`config.mk`:
```
export PLATFORM = sky130hd
export DESIGN_NAME = rgb_pwm_breather_flat
export DESIGN_NICKNAME = d
export VERILOG_FILES = /design/src/rtl/rgb_pwm_breather_if.sv /design/src/rtl/rgb_pwm_breather.sv /design/src/flat_wrapper.sv
export SDC_FILE = /design/constraint.sdc
export NUM_CORES = 1
export LEC_CHECK = 0
export BUFFER_PORTS_ARGS = -buffer_cell sky130_fd_sc_hd__buf_2
export CORE_MARGIN = 5
export CORE_UTILIZATION = 30
export CTS_CLUSTER_DIAMETER = 120
export CTS_CLUSTER_SIZE = 8
export DETAILED_ROUTE_END_ITERATION = 8
export GPL_ROUTABILITY_DRIVEN = 0
export GPL_TIMING_DRIVEN = 0
export PLACE_DENSITY = 0.48
export SLEW_MARGIN = 20
export SYNTH_ARGS = -nofsm -noshare
export SYNTH_HDL_FRONTEND = slang
export SYNTH_SLANG_ARGS = --single-unit
```
`constraint.sdc`:
```
create_clock -name clk48 -period 3.78 [get_ports clk48]
set_clock_uncertainty 0.05 [all_clocks]
set_input_delay 0.189 -clock clk48 [delete_from_list [all_inputs] [get_ports clk48]]
set_output_delay 0.189 -clock clk48 [all_outputs]
set_load 0.1 [all_outputs]
```
`src/rtl/rgb_pwm_breather_if.sv`:
```
// Control-write bundle for rgb_pwm_breather.
// Ports: wr_en (one-cycle strobe), wr_chan (channel index), wr_mode (0 OFF,
//   1 STATIC, 2 BREATHE, 3 BLINK), wr_duty (duty or breathe peak).
// master = the writer (button handler / sequencer / bench), slave = the LED driver.
interface rgb_pwm_breather_if #(
  parameter int CHANNELS = 3,
  parameter int PWM_BITS = 8
);
  localparam int CW = (CHANNELS > 1) ? $clog2(CHANNELS) : 1;

  logic                wr_en;
  logic [CW-1:0]       wr_chan;
  logic [1:0]          wr_mode;
  logic [PWM_BITS-1:0] wr_duty;

  modport master (output wr_en, output wr_chan, output wr_mode, output wr_duty);
  modport slave  (input  wr_en, input  wr_chan, input  wr_mode, input  wr_duty);
endinterface

```
`src/rtl/rgb_pwm_breather.sv`:
```
// Multi-channel PWM LED driver with OFF / STATIC / BREATHE / BLINK modes per channel.
// Ports: clk48, rst (sync, active-high), wr (control write bundle, slave),
//   led_n (registered active-low LED drive), period_strobe (pulse at PWM period start).
// Optional macro GAMMA_CORRECT_EN: shadow latch stores (eff*(eff+1))>>PWM_BITS instead of eff.
module rgb_pwm_breather #(
  parameter int CHANNELS      = 3,
  parameter int PWM_BITS      = 8,
  parameter int PRESCALE      = 188,
  parameter int STEP_DIV      = 4,
  parameter int BLINK_PERIODS = 250
) (
  input  logic                clk48,
  input  logic                rst,
  rgb_pwm_breather_if.slave   wr,
  output logic [CHANNELS-1:0] led_n,
  output logic                period_strobe
);

  localparam int CW  = (CHANNELS > 1)      ? $clog2(CHANNELS)      : 1;
  localparam int PSW = (PRESCALE > 1)      ? $clog2(PRESCALE)      : 1;
  localparam int SW  = (STEP_DIV > 1)      ? $clog2(STEP_DIV)      : 1;
  localparam int BW  = (BLINK_PERIODS > 1) ? $clog2(BLINK_PERIODS) : 1;

  typedef enum logic [1:0] {
    MODE_OFF     = 2'd0,
    MODE_STATIC  = 2'd1,
    MODE_BREATHE = 2'd2,
    MODE_BLINK   = 2'd3
  } mode_e;

  logic [PSW-1:0]      presc_q, presc_d;
  logic [PWM_BITS-1:0] pwm_q, pwm_d;
  logic [BW-1:0]       blink_cnt_q, blink_cnt_d;
  logic                blink_ph_q, blink_ph_d;
  logic                strobe_q, strobe_d;
  logic [CHANNELS-1:0] led_q, led_d;

  mode_e               mode_q   [CHANNELS];
  mode_e               mode_d   [CHANNELS];
  logic [PWM_BITS-1:0] duty_q   [CHANNELS];
  logic [PWM_BITS-1:0] duty_d   [CHANNELS];
  logic [PWM_BITS-1:0] ramp_q   [CHANNELS];
  logic [PWM_BITS-1:0] ramp_d   [CHANNELS];
  logic                up_q     [CHANNELS];
  logic                up_d     [CHANNELS];
  logic [SW-1:0]       step_q   [CHANNELS];
  logic [SW-1:0]       step_d   [CHANNELS];
  logic [PWM_BITS-1:0] shadow_q [CHANNELS];
  logic [PWM_BITS-1:0] shadow_d [CHANNELS];
  logic [PWM_BITS-1:0] eff      [CHANNELS];

  logic tick;
  logic boundary;

  assign tick     = (presc_q == PSW'(PRESCALE - 1));
  assign boundary = tick & (&pwm_q);

  function automatic logic [PWM_BITS-1:0] map_level(input logic [PWM_BITS-1:0] e);
`ifdef GAMMA_CORRECT_EN
    logic [2*PWM_BITS-1:0] a;
    logic [2*PWM_BITS-1:0] prod;
    a    = {{PWM_BITS{1'b0}}, e};
    // e*(e+1) never exceeds 2*PWM_BITS bits, so the upper half is the result.
    prod = a * (a + 1'b1);
    return prod[2*PWM_BITS-1:PWM_BITS];
`else
    return e;
`endif
  endfunction

  always_comb begin
    for (int i = 0; i < CHANNELS; i++) begin
      eff[i] = '0;
      case (mode_q[i])
        MODE_STATIC:  eff[i] = duty_q[i];
        MODE_BREATHE: eff[i] = ramp_q[i];
        MODE_BLINK:   eff[i] = blink_ph_q ? duty_q[i] : '0;
        default:      eff[i] = '0;
      endcase
    end
  end

  always_comb begin
    presc_d     = tick ? '0 : presc_q + 1'b1;
    pwm_d       = tick ? pwm_q + 1'b1 : pwm_q;
    blink_cnt_d = blink_cnt_q;
    blink_ph_d  = blink_ph_q;
    strobe_d    = boundary;

    if (boundary) begin
      if (blink_cnt_q == BW'(BLINK_PERIODS - 1)) begin
        blink_cnt_d = '0;
        blink_ph_d  = ~blink_ph_q;
      end else begin
        blink_cnt_d = blink_cnt_q + 1'b1;
      end
    end

    for (int i = 0; i < CHANNELS; i++) begin
      mode_d[i]   = mode_q[i];
      duty_d[i]   = duty_q[i];
      ramp_d[i]   = ramp_q[i];
      up_d[i]     = up_q[i];
      step_d[i]   = step_q[i];
      shadow_d[i] = boundary ? map_level(eff[i]) : shadow_q[i];
      // Compare against the current count so the LED lags pwm_cnt by one cycle.
      led_d[i]    = ~(pwm_q < shadow_q[i]);

      if (boundary && (mode_q[i] == MODE_BREATHE)) begin
        if (step_q[i] == SW'(STEP_DIV - 1)) begin
          step_d[i] = '0;
          if (duty_q[i] == '0) begin
            ramp_d[i] = '0;
            up_d[i]   = 1'b1;
          end else if (up_q[i] && (ramp_q[i] < duty_q[i])) begin
            ramp_d[i] = ramp_q[i] + 1'b1;
            up_d[i]   = ((ramp_q[i] + 1'b1) != duty_q[i]);
          end else if (ramp_q[i] != '0) begin
            // Covers both the normal descent and a ramp left above a lowered peak.
            ramp_d[i] = ramp_q[i] - 1'b1;
            up_d[i]   = (ramp_q[i] == PWM_BITS'(1));
          end else begin
            up_d[i]   = 1'b1;
          end
        end else begin
          step_d[i] = step_q[i] + 1'b1;
        end
      end

      // Writes override the boundary update; the shadow already took the old values.
      if (wr.wr_en && (wr.wr_chan == CW'(i))) begin
        mode_d[i] = mode_e'(wr.wr_mode);
        duty_d[i] = wr.wr_duty;
        if (mode_e'(wr.wr_mode) != mode_q[i]) begin
          ramp_d[i] = '0;
          up_d[i]   = 1'b1;
          step_d[i] = '0;
        end
      end
    end
  end

  always_ff @(posedge clk48) begin
    if (rst) begin
      presc_q     <= '0;
      pwm_q       <= '0;
      blink_cnt_q <= '0;
      blink_ph_q  <= 1'b0;
      strobe_q    <= 1'b0;
      led_q       <= '1;
      for (int i = 0; i < CHANNELS; i++) begin
        mode_q[i]   <= MODE_OFF;
        duty_q[i]   <= '0;
        ramp_q[i]   <= '0;
        up_q[i]     <= 1'b1;
        step_q[i]   <= '0;
        shadow_q[i] <= '0;
      end
    end else begin
      presc_q     <= presc_d;
      pwm_q       <= pwm_d;
      blink_cnt_q <= blink_cnt_d;
      blink_ph_q  <= blink_ph_d;
      strobe_q    <= strobe_d;
      led_q       <= led_d;
      for (int i = 0; i < CHANNELS; i++) begin
        mode_q[i]   <= mode_d[i];
        duty_q[i]   <= duty_d[i];
        ramp_q[i]   <= ramp_d[i];
        up_q[i]     <= up_d[i];
        step_q[i]   <= step_d[i];
        shadow_q[i] <= shadow_d[i];
      end
    end
  end

  assign led_n         = led_q;
  assign period_strobe = strobe_q;

endmodule

```
`src/flat_wrapper.sv`:
```
// flat-port wrapper written by rule: the top's interface ports become plain ports
module rgb_pwm_breather_flat 
#(
  parameter int CHANNELS      = 3,
  parameter int PWM_BITS      = 8,
  parameter int PRESCALE      = 188,
  parameter int STEP_DIV      = 4,
  parameter int BLINK_PERIODS = 250
)
  (clk48, rst, led_n, period_strobe, wr_wr_en, wr_wr_chan, wr_wr_mode, wr_wr_duty);
  rgb_pwm_breather_if #(.CHANNELS(CHANNELS), .PWM_BITS(PWM_BITS)) wr_i ();
  input  logic clk48;
  input  logic rst;
  output logic [CHANNELS-1:0] led_n;
  output logic period_strobe;
  input wire logic [$bits(wr_i.wr_en)-1:0] wr_wr_en;
  input wire logic [$bits(wr_i.wr_chan)-1:0] wr_wr_chan;
  input wire logic [$bits(wr_i.wr_mode)-1:0] wr_wr_mode;
  input wire logic [$bits(wr_i.wr_duty)-1:0] wr_wr_duty;
  assign wr_i.wr_en = wr_wr_en;
  assign wr_i.wr_chan = wr_wr_chan;
  assign wr_i.wr_mode = wr_wr_mode;
  assign wr_i.wr_duty = wr_wr_duty;
  rgb_pwm_breather #(.CHANNELS(CHANNELS), .PWM_BITS(PWM_BITS), .PRESCALE(PRESCALE), .STEP_DIV(STEP_DIV), .BLINK_PERIODS(BLINK_PERIODS)) u_core (.clk48(clk48), .rst(rst), .wr(wr_i), .led_n(led_n), .period_strobe(period_strobe));
endmodule
```
# After elaboration in Yosys (flattened, before gate mapping)
# Memories as Yosys holds them, arrays and structs flattened.
# Index checks and enable logic that the tools add are counted.
# W data, S select, Z words.
dict set report totals {
  reg_bits 29
  latchBits 0
  ram_bits 87
  rom_bits 0
  wordCells 188
  n_memories 6
}
# name words width read_ports rd_clocked_by_memory_dff wr line_no
set memory_table {}
lappend memory_table {u_core.duty_q 3 8 3 0 3 rgb_pwm_breather.sv:40} ;# logic [PWM_BITS-1:0] duty_q [CHANNELS];
lappend memory_table {u_core.ramp_q 3 8 3 0 3 rgb_pwm_breather.sv:42} ;# logic [PWM_BITS-1:0] ramp_q [CHANNELS];
lappend memory_table {u_core.shadow_q 3 8 3 0 3 rgb_pwm_breather.sv:48} ;# logic [PWM_BITS-1:0] shadow_q [CHANNELS];
lappend memory_table {u_core.mode_q 3 2 3 0 3 rgb_pwm_breather.sv:38} ;# mode_e mode_q [CHANNELS];
lappend memory_table {u_core.step_q 3 2 3 0 3 rgb_pwm_breather.sv:46} ;# logic [SW-1:0] step_q [CHANNELS];
lappend memory_table {u_core.up_q 3 1 3 0 3 rgb_pwm_breather.sv:44} ;# logic up_q [CHANNELS];
dict set report classes {
  add_sub_neg 12
  n_mul 0
  n_div 0
  n_lt_le_gt_ge 6
  eq_ne 25
  shift 0
  muxes 91
  bitwise 23
  reduce_logical 19
}
# operator count
set ops {}
lappend ops {{$mux W8} 40}
lappend ops {{$pmux W8 S3} 3}
lappend ops {{$add A8 B1 Y8 const B} 6}
lappend ops {{$lt A8 B8 Y1} 6}
lappend ops {{$mux W2} 21}
lappend ops {{$mux W1} 27}
lappend ops {{$eq A8 B1 Y1 const B} 3}
lappend ops {{$logic_not A8 Y1} 3}
lappend ops {{$ne A8 B8 Y1} 3}
lappend ops {{$reduce_bool A8 Y1} 3}
lappend ops {{$sub A8 B1 Y8 const B} 3}
lappend ops {{$eq A2 B2 Y1 const B} 10}
lappend ops {{$or A1 B1 Y1} 18}
lappend ops {{$eq A8 B8 Y1 const B} 2}
lappend ops {{$logic_and A1 B1 Y1} 9}
lappend ops {{$eq A2 B1 Y1 const B} 4}
lappend ops {{$reduce_and A8 Y1} 1}
lappend ops {{$add A2 B1 Y2 const B} 3}
lappend ops {{$ne A2 B2 Y1} 3}
lappend ops {{$not A1 Y1} 4}
lappend ops {{$logic_not A2 Y1} 1}
lappend ops {{$reduce_and A2 Y1} 1}
lappend ops {{$reduce_or A2 Y1} 1}
lappend ops {{$and A1 B1 Y1} 1}

# Longest topological paths before layout
dict set report logic_depth {
  ltp_word 9
  mapped_depth 10
  ltp_nobuf 9
}

# Worst setup path after synthesis
# No wires, ideal clock.
dict set report synth_path {
  path_kind {register to register}
  startpoint {memory u_core.duty_q[1][5], in the netlist u_core.duty_q[0][13]}
  endpoint {memory u_core.up_q[1][0], in the netlist u_core.up_q[0][1]}
  setup_time_ns 0.127
  arrival_ns 2.060
  t_required_ns 3.603
  setup_slack_ns 1.543
  stages_incl_launch_ff 9
  path_cell_list {dfxtp_1 -> inv_1 -> ha_1 -> a211o_1 -> o2111ai_2 -> nand2_2 -> clkbuf_1 -> nor4_1 -> a21oi_1}
}
# item line_no
set synth_rtl {}
lappend synth_rtl {{from (decl)} rgb_pwm_breather.sv:40}
lappend synth_rtl {{to (decl)} rgb_pwm_breather.sv:44}

==> flow_summary.ini <==
[route]
wl_per_cell_um = 16.59
first_iter_violations = 337
wirelength_um = 21720
vias = 6663
routed_via_density = 5.090
drtPass1Iterations = 5
drt.antenna.violating_nets = 0
drc = 0

[job]
maxCapViolations = 0

[cells_and_area]
n_fill_cell = 2664
layout_commonest_cell = nor2_1
final_cell_mix = nor2_1 (122), dfxtp_1 (116), ha_1 (64), inv_1 (60), nand2_1 (54)
n_antenna_cell = 0
fin_nets = 1045
final_area_um2 = 8672
area_growth_pct = 14.09
drive_gt1_frac = 0.09704

[die]
initial_core_util = 0.3036
rows = 58
die_x_um = 169.2
dieHeight_um = 169.2
coreArea_um2 = 25040
die_area_um2 = 28620
io_pins = 19

[timing]
holdWs_ns = 0.04251
min_period_ns = 2.908
rsz0062_at_grt = false
final_max_slew_viol_count = 0
setup_tns_ns = 0
fmax_mhz = 343.8
final.period_utilization = 0.7694
finalSetupViolations = 0
worstMarginPinSlew_ns = 0.9066
finalHoldViolations = 0
relSlewSlack = 0.3902

[outcome]
status = finished, final reports clean

[global_routing]
grt_pass1_wl_um = 34970
antenna_found_initial = 0
grt_max_degree = 17
track_usage = 0.1534
grt_pass1_vias = 6231
grt_overflow = 0

[yosys]
syn_inst = 931
synthArstFlopShare = 0
syn_area_um2 = 7601
syn-num-nets = 1010
ys_ff_latch = 116
synth_edf_count = 0
ys_seq_area_frac = 0.3055
synth_warnings = 0
synth_ff_type = dfxtp_1
synth_cell_types = 73
syn_avg_cell_area_um2 = 8.164

[critical_path]
cp_slowest_cell = dfxtp_1
cp_max_fo = 10
cp-end-kind = register
worstPathCellList = inv_1, ha_1, nand2b_1, a21oi_1, o2111ai_2, nand2_2, clkbuf_1, nor3_1, o21ai_0, mux2i_1
worstSetupEndpoint = u_core.ramp_q[0][13]
rrSetupSlack_ns = 0.87
r2r_cells = 10
cp-startpoint = u_core.ramp_q[0][8]
worst_setup_path_start_kind = register
cp_slowest_stage_delay_ns = 0.54
reg2reg_to = u_core.ramp_q[0][13]
arrival_ns = 3.16
worstSetupPathType = register to register
rr_startpoint = u_core.ramp_q[0][8]
required_ns = 4.03

[clock_tree]
cts_tree = done
clkSinkCount = 116
path_clk_slew_ns = 0.06
cts_hold_buffers = 0
cts_buffers = 17
htree_levels = 4
cts_buffer_depth = 2
insertion_delay_ns = 0.42
post_cts_buffers = 0
cts-root-buf = clkbuf_16
post_cts_resized = 0

[place]
port_buffers = 16
place_area_um2 = 8094
hpwl_um = 16370

[power]
power_density_nw_per_um2 = 358.0
ir_drop_mv = 0.2146
cellLeakagePower_nw = 3.341

[worst_hold_path]
hold_path_class = input port to register
hp-start = wr_wr_duty[7]
==> registers in the layout, indices dropped and copies added, names as in the netlist <==
name,flops
u_core.shadow_q,24
u_core.duty_q,24
u_core.presc_q,8
u_core.step_q,6
u_core.blink_cnt_q,8
u_core.ramp_q,24
u_core.blink_ph_q,1
u_core.period_strobe,1
u_core.up_q,3
u_core.pwm_q,8
u_core.mode_q,6
u_core.led_n,3
==> report_power, final <==
part	internal [mW]	switching [mW]
clock network	1.01	0.588
registers	1.24	0.0191
logic	0.0849	0.163
total	2.33	0.770
==> worst min-delay path by stage <==
stage	to	slack [ns]	depth (start not counted)
global placement	u_core.step_q[0][1]	0.39	2
detailed placement	u_core.step_q[0][5]	0.40	2
global route	u_core.duty_q[0][23]	0.05	3
finish	u_core.duty_q[0][7]	0.04	3
floorplan	u_core.duty_q[0][1]	0.28	2
CTS	u_core.duty_q[0][7]	0.04	3
==> Yosys cell counts, types with 13 or more instances <==
master,n,area [µm²]
ha_1,64,800.8
nand4_1,14,87.58
o21ai_0,40,200.2
a21oi_1,46,230.2
buf_2,14,70.07
nand2_1,54,202.7
dfxtp_1,116,2322
nor3_1,17,85.08
a211oi_1,33,247.7
a22oi_1,25,187.7
inv_1,60,225.2
nor2_1,122,457.9
xnor2_1,28,245.2
and3_1,13,81.33
clkbuf_1,30,112.6
xor2_1,24,210.2
nand3_1,35,175.2
mux2i_1,36,360.4
==> metal layers <==
metal  global-route usage  vias to the layer above  part of all wire  routed length [µm]
li1                     -                     3408                 -                   -
met5                    0                        -                 0                   0
met2               0.2367                      106              0.44                9529
met4              0.04760                        0             0.018                 382
met3              0.02423                       22             0.027                 590
met1               0.2204                     3127              0.52               11220
==> layout make-up <==
cell class                 instances  area [µm²]  share of cell area
multi-input combinational        707        4841              0.5582
sequential                       116        2322              0.2678
clock buffer                      21       470.5             0.05425
tap                              330       412.9             0.04761
inverter                          60       225.2             0.02597
buffer                            48       212.7             0.02453
clock inverter                    11       107.6             0.01241
timing repair buffer              16       80.08            0.009234
==> metrics by stage <==
step,setup slack [ns],std cells,util,power (mW)
6_report,0.8715,1309,0.3464,3.104
5_1_grt,0.5764,1309,0.3464,3.227
4_1_cts,0.8595,1309,0.3464,3.148
3_5_place_dp,0.8730,1277,0.3233,1.529
3_3_place_gp,0.9050,1277,0.3233,1.530
2_1_floorplan,1.543,931,-,1.451
==> logic make-up after synthesis <==
group,count (synthesis),synth area share
simple gates,331,0.2227
compound gates,218,0.1926
flops,116,0.3055
buf+inv,108,0.05761
fa+ha+maj,64,0.1054
xor+xnor,52,0.05992
mux,42,0.05630
==> worst max-delay path: cells and delay by family, from the launching register on <==
family | cells | cell delay [ns]
buffers and inverters | 2 | 0.65
multiplexers | 1 | 0.08
adder cells (fa/ha/maj) | 1 | 0.21
AO/OA/AOI/OAI | 3 | 0.67
flip-flops | 1 | 0.54
AND/OR/NAND/NOR | 3 | 0.58
No activity file was read; power rests on OpenSTA's default activity.
